### config.mk
export PLATFORM = sky130hd
export DESIGN_NAME = viterbi_decoder
export DESIGN_NICKNAME = d
export VERILOG_FILES = /design/src/rtl/conv_code_pkg.sv /design/src/rtl/acs_unit.sv /design/src/rtl/viterbi_decoder.sv
export SDC_FILE = /design/constraint.sdc
export NUM_CORES = 1
export LEC_CHECK = 0
export CAP_MARGIN = 5
export CORE_ASPECT_RATIO = 0.9
export CORE_MARGIN = 4
export CORE_UTILIZATION = 55
export CTS_CLUSTER_SIZE = 30
export DETAILED_ROUTE_END_ITERATION = 10
export GPL_TIMING_DRIVEN = 0
export MAX_ROUTING_LAYER = met4
export PLACE_DENSITY = 0.74
export SYNTH_ARGS = -nofsm -noshare
export SYNTH_HDL_FRONTEND = slang
export SYNTH_SLANG_ARGS = --single-unit
### constraint.sdc
create_clock -name clk_sig -period 11.8 [get_ports clk_sig]
set_clock_uncertainty 0.2 [all_clocks]
set_input_delay 2.36 -clock clk_sig [delete_from_list [all_inputs] [get_ports clk_sig]]
set_output_delay 2.36 -clock clk_sig [all_outputs]
set_load 0.01 [all_outputs]
### src/rtl/conv_code_pkg.sv
// Shared constants and helpers for the rate-1/2, K=3 (7,5) convolutional code.
package conv_code_pkg;

  localparam int         K          = 3;
  localparam int         NUM_STATES = 1 << (K - 1);
  localparam logic [2:0] G0         = 3'b111;
  localparam logic [2:0] G1         = 3'b101;
  localparam int         INIT_BIAS  = 4;

  function automatic logic parity3(input logic [2:0] v);
    return ^v;
  endfunction

  // Encoder register is {u, s1, s0}; result is {c0, c1}.
  function automatic logic [1:0] exp_sym(input logic [1:0] state, input logic u);
    logic [2:0] reg_v;
    reg_v = {u, state};
    return {parity3(reg_v & G0), parity3(reg_v & G1)};
  endfunction

  function automatic logic [1:0] hamming2(input logic [1:0] a, input logic [1:0] b);
    logic [1:0] x;
    x = a ^ b;
    return {1'b0, x[1]} + {1'b0, x[0]};
  endfunction

endpackage

### src/rtl/acs_unit.sv
// Add-compare-select for one trellis state; ties select predecessor a (s0=0).
module acs_unit #(
  parameter int MW = 4
) (
  input  logic [MW-1:0] pm_a,
  input  logic [MW-1:0] pm_b,
  input  logic [1:0]    bm_a,
  input  logic [1:0]    bm_b,
  output logic [MW:0]   metric,
  output logic          dec
);

  logic [MW:0] cand_a_s;
  logic [MW:0] cand_b_s;

  // Candidates at MW+1 bits so the add can never wrap.
  always_comb begin
    cand_a_s = {1'b0, pm_a} + {{(MW-1){1'b0}}, bm_a};
    cand_b_s = {1'b0, pm_b} + {{(MW-1){1'b0}}, bm_b};
    if (cand_b_s < cand_a_s) begin
      metric = cand_b_s;
      dec    = 1'b1;
    end else begin
      metric = cand_a_s;
      dec    = 1'b0;
    end
  end

endmodule

### src/rtl/viterbi_decoder.sv
// Hard-decision register-exchange Viterbi decoder, 4 states, fixed latency D.
// Optional channel-error counter on port err_cnt when VITERBI_ERRCNT_EN is defined.
module viterbi_decoder
  import conv_code_pkg::*;
#(
  parameter int D  = 16,
  parameter int MW = 4
) (
  input  logic       clk_sig,
  input  logic       reset_sig,
  input  logic       sync_clr,
  input  logic       in_valid,
  input  logic [1:0] in_sym,
  output logic       out_valid,
  output logic       out_bit
`ifdef VITERBI_ERRCNT_EN
  ,
  output logic [15:0] err_cnt
`endif
);

  localparam int            CW    = $clog2(D + 1);
  localparam logic [CW-1:0] D_CNT = CW'(D);
  localparam logic [MW-1:0] BIAS  = MW'(INIT_BIAS);

  // Only the D-1 newest survivor bits are stored; the oldest leaves as out_bit.
  logic [MW-1:0] pm_r        [NUM_STATES];
  logic [D-2:0]  surv_r      [NUM_STATES];
  logic [CW-1:0] cnt_r;
  logic          out_valid_r;
  logic          out_bit_r;

  logic [MW:0]   raw_s       [NUM_STATES];
  logic          dec_s       [NUM_STATES];
  logic [MW:0]   min_s;
  logic [MW-1:0] pm_next_s   [NUM_STATES];
  logic [D-1:0]  surv_next_s [NUM_STATES];
  logic [1:0]    best_s;
  logic [CW-1:0] cnt_next_s;

  for (genvar d = 0; d < NUM_STATES; d++) begin : g_acs
    localparam logic [1:0] DST = 2'(d);
    localparam logic [1:0] PA  = {DST[0], 1'b0};
    localparam logic [1:0] PB  = {DST[0], 1'b1};

    logic [1:0] bm_a_s;
    logic [1:0] bm_b_s;

    assign bm_a_s = hamming2(in_sym, exp_sym(PA, DST[1]));
    assign bm_b_s = hamming2(in_sym, exp_sym(PB, DST[1]));

    acs_unit #(.MW(MW)) u_acs (
      .pm_a   (pm_r[PA]),
      .pm_b   (pm_r[PB]),
      .bm_a   (bm_a_s),
      .bm_b   (bm_b_s),
      .metric (raw_s[d]),
      .dec    (dec_s[d])
    );
  end

  // Normalise metrics, exchange survivors and pick the best state.
  always_comb begin
    min_s = raw_s[0];
    for (int s = 1; s < NUM_STATES; s++) begin
      if (raw_s[s] < min_s) begin
        min_s = raw_s[s];
      end else begin
        min_s = min_s;
      end
    end

    for (int s = 0; s < NUM_STATES; s++) begin
      pm_next_s[s]   = MW'(raw_s[s] - min_s);
      surv_next_s[s] = {surv_r[{s[0], dec_s[s]}], s[1]};
    end

    best_s = 2'd0;
    for (int s = 1; s < NUM_STATES; s++) begin
      if (pm_next_s[s] < pm_next_s[best_s]) begin
        best_s = 2'(s);
      end else begin
        best_s = best_s;
      end
    end

    if (cnt_r == D_CNT) begin
      cnt_next_s = cnt_r;
    end else begin
      cnt_next_s = cnt_r + CW'(1);
    end
  end

  // Trellis state, warm-up counter and registered outputs.
  always_ff @(posedge clk_sig or negedge reset_sig) begin
    if (!reset_sig) begin
      for (int s = 0; s < NUM_STATES; s++) begin
        pm_r[s]   <= (s == 0) ? {MW{1'b0}} : BIAS;
        surv_r[s] <= {(D-1){1'b0}};
      end
      cnt_r       <= {CW{1'b0}};
      out_valid_r <= 1'b0;
      out_bit_r   <= 1'b0;
    end else if (sync_clr) begin
      for (int s = 0; s < NUM_STATES; s++) begin
        pm_r[s]   <= (s == 0) ? {MW{1'b0}} : BIAS;
        surv_r[s] <= {(D-1){1'b0}};
      end
      cnt_r       <= {CW{1'b0}};
      out_valid_r <= 1'b0;
      out_bit_r   <= 1'b0;
    end else if (in_valid) begin
      for (int s = 0; s < NUM_STATES; s++) begin
        pm_r[s]   <= pm_next_s[s];
        surv_r[s] <= surv_next_s[s][D-2:0];
      end
      cnt_r       <= cnt_next_s;
      out_valid_r <= (cnt_next_s >= D_CNT);
      out_bit_r   <= surv_next_s[best_s][D-1];
    end else begin
      out_valid_r <= 1'b0;
    end
  end

  assign out_valid = out_valid_r;
  assign out_bit   = out_bit_r;

`ifdef VITERBI_ERRCNT_EN
  logic [15:0] err_cnt_r;
  logic [16:0] err_sum_s;
  logic [15:0] err_next_s;

  // The pre-normalisation minimum is the best path's error increment.
  always_comb begin
    err_sum_s = {1'b0, err_cnt_r} + 17'(min_s);
    if (err_sum_s[16]) begin
      err_next_s = 16'hFFFF;
    end else begin
      err_next_s = err_sum_s[15:0];
    end
  end

  // Saturating error accumulator.
  always_ff @(posedge clk_sig or negedge reset_sig) begin
    if (!reset_sig) begin
      err_cnt_r <= 16'h0000;
    end else if (sync_clr) begin
      err_cnt_r <= 16'h0000;
    end else if (in_valid) begin
      err_cnt_r <= err_next_s;
    end else begin
      err_cnt_r <= err_cnt_r;
    end
  end

  assign err_cnt = err_cnt_r;
`endif

endmodule

==> results.toml <==
[status]
outcome = "finished, violations left"
violations = "negative setup slack"

[cells_and_area]
mostFrequentLayoutCells = "nor2_1 (113), dfrtp_1 (74), nand2_1 (61), mux2i_1 (59), buf_4 (58)"
finalNetCount = 942
drive_above_1_share_pct = 25.43
fin_cells = 1041
synthToLayoutAreaGrowth_pct = 26.98
antenna_cells = 0
layout_commonest_cell = "nor2_1"

[sta]
min_period_over_period_pct = 110.5
maxSlewViolCount = 0
finalSetupViolations = 1
rsz0062_at_grt = "true"
tightest_slew_ns = 0.9425
max-slew-margin-rel_pct = 37.17
setup_slack_ns = -1.235
fin_crit_ns = 13.03
finalHoldViolations = 0
max_freq_mhz = 76.72

[global_routing]
track_usage_pct = 30.35
antenna_found_initial = 0
grt_max_degree = 57
grt_pass1_vias = 6588
grt_pass1_wl_um = 34010
grt-ovfl-total = 0

[cts]
path_clk_slew_ns = 0.06
cts_buffers = 9
numClockSinks = 77
clk_latency_ns = 0.34
root_buffer = "clkbuf_16"
clock_path_buffers = 2
cts_max_level = 3
cts_tree = "built"

[critical_path]
cp_max_fo = 5
ff2ff_path_depth = 60
worstPathArrival_ns = 13.09
cp_slowest_stage_delay_ns = 0.38
critPathLaunchType = "primary input"
crit_slowest_cell = "a2111o_1"
crit_type = "primary input to flip-flop"
required_ns = 11.85
crit_path_end_kind = "flip-flop"
cp_common_cell = "ha_4"

[floorplan]
die_x_um = 126.4
io_pins = 8
die_h_um = 114.5
rows = 38
initial_core_util_pct = 56.77
die_area_um2 = 14480
core_um2 = 12220

[synth]
ys_seq_elements = 77
ys_seq_area_share_pct = 27.83
synth-async-reset-ratio_pct = 100.0
syn_avg_cell_area_um2 = 8.596
ys.flop_type = "dfrtp_1"
yosysWarnings = 0
synth_cells = 807
synth_edf_count = 0
yosysUniqueCellTypes = 90
netlist_area_um2 = 6937
synth.net_count = 872

[drt]
vias = 6633
wl_per_cell_um = 20.32
dr.pass1.iters = 5
drt_iter0_drc = 645
ant_nets = 0
post-route-drc-count = 0
wirelength_um = 21150
routed_via_density = 6.372

[run]
drv_cap = 0

[placed_design]
portBuffers = 6
place.gp.congestion = 0.9109
dp_cells = 974
hpwl_um = 15180

[hold_path]
hold_depth = 2
min-delay-path-class = "flip-flop to flip-flop"
[per-stage QoR]
stage                     utilization [%]  instance area [um2]  hold slack, ns  setup TNS, ns  worst slack, ns
final                               72.09                 8808          0.3033         -1.235           -1.235
after global routing                72.09                 8808          0.3620         -1.694           -1.694
after CTS                           70.58                 8625          0.3040         -1.121           -1.121
after detailed placement            61.99                 7575          0.2906         -3.796           -3.468
after global placement              61.79                 7550          0.2783         -3.211           -3.168
after floorplan                         -                 7289          0.2660         -1.065           -1.065
[routing by layer]
metal | GRT usage, % | wire [um] | part of all wire, %
met1 | 40.59 | 9209 | 44
met3 | 6.950 | 1779 | 8.4
met4 | 6.004 | 399 | 1.9
met5 | - | 0 | 0
met2 | 47.78 | 9765 | 46
[layout make-up]
| type | count | area, um2 |
|---|---|---|
| Buffer | 42 | 232.7 |
| Clock buffer | 10 | 239.0 |
| Clock inverter | 5 | 75.07 |
| Fill cell | 893 | 3411 |
| Inverter | 47 | 188.9 |
| Multi-Input combinational cell | 638 | 5425 |
| Sequential cell | 77 | 1931 |
| Tap cell | 160 | 200.2 |
| Timing Repair Buffer | 62 | 516.7 |
[synthesized netlist by cell type (all sizes together), types with 3 or more instances]
library cell  number  area share [%]
a2111oi            5            0.65
a211oi            44             4.9
a21o              16             1.7
a21oi             45             3.3
a311oi            13             1.6
a31o               6            0.76
a31oi              9             1.0
and2               6            0.61
and4               3            0.38
buf               15             1.5
clkbuf            28             1.6
dfrtp             74              27
dfstp              3             1.1
ha                59              11
inv               46             2.5
maj3               6            0.88
mux2               8             1.4
mux2i             62             8.9
nand2             66             3.6
nand2b             9            0.81
nand3              5            0.36
nand3b             3            0.32
nand4              6            0.54
nor2             117             6.3
nor2b              7            0.63
nor3               8            0.58
nor4               5            0.54
o2111ai            3            0.38
o211ai             6            0.79
o21ai             25             2.0
o21bai             3            0.32
o311ai             4            0.87
or2                4            0.36
xnor2             25             3.2
xor2              13             1.6
[worst max-delay path: cells and delay by family]
family / cells / cell delay [ns]
and+or+nand+nor: 14 / 1.55
buffers and inverters: 11 / 1.03
AOI/OAI and AO/OA: 24 / 4.05
xor gates and xnor gates: 1 / 0.14
adders and majority gates: 12 / 2.98
muxes: 3 / 0.93
[sequential cells by signal (all words and copies together) (netlist names)]
register and count:
out_valid 1, cnt_r 5, out_bit 1, surv_r 54, pm_r 16
[path summary, 6_finish.rpt]
kind                            from   endpoint  slack, ns
max                        in_sym[1]    out_bit      -1.23
min                        surv_r[0]  surv_r[0]       0.30
max reg2reg                  pm_r[1]    out_bit       0.63
min reg2reg                surv_r[0]  surv_r[0]       0.30
max in group asynchronous  reset_sig   pm_r[10]       9.06
min in group asynchronous  reset_sig    out_bit       1.72
[logic make-up (layout without fill, tap and decap cells)]
logic type,count (synthesis),count (layout),share of synthesized area (%)
AO/OA/AOI/OAI,211,211,22.75
XOR/XNOR,38,38,4.798
AND/OR/NAND/NOR,254,254,16.88
multiplexers,70,70,10.30
adder cells (fa/ha/maj),65,65,11.53
buffers and inverters,92,166,5.916
flip-flops,77,77,27.83
[repair_timing]
action	in CTS	in global routing
setup endpoints to repair	2	1
pin swaps	51	40
setup buffers	44	11
hold buffers	0	0
gates resized for setup	84	23
Power is left out: the tool's default activity adds up to more than one toggle a clock period on the data nets, which glitch-free logic cannot reach.
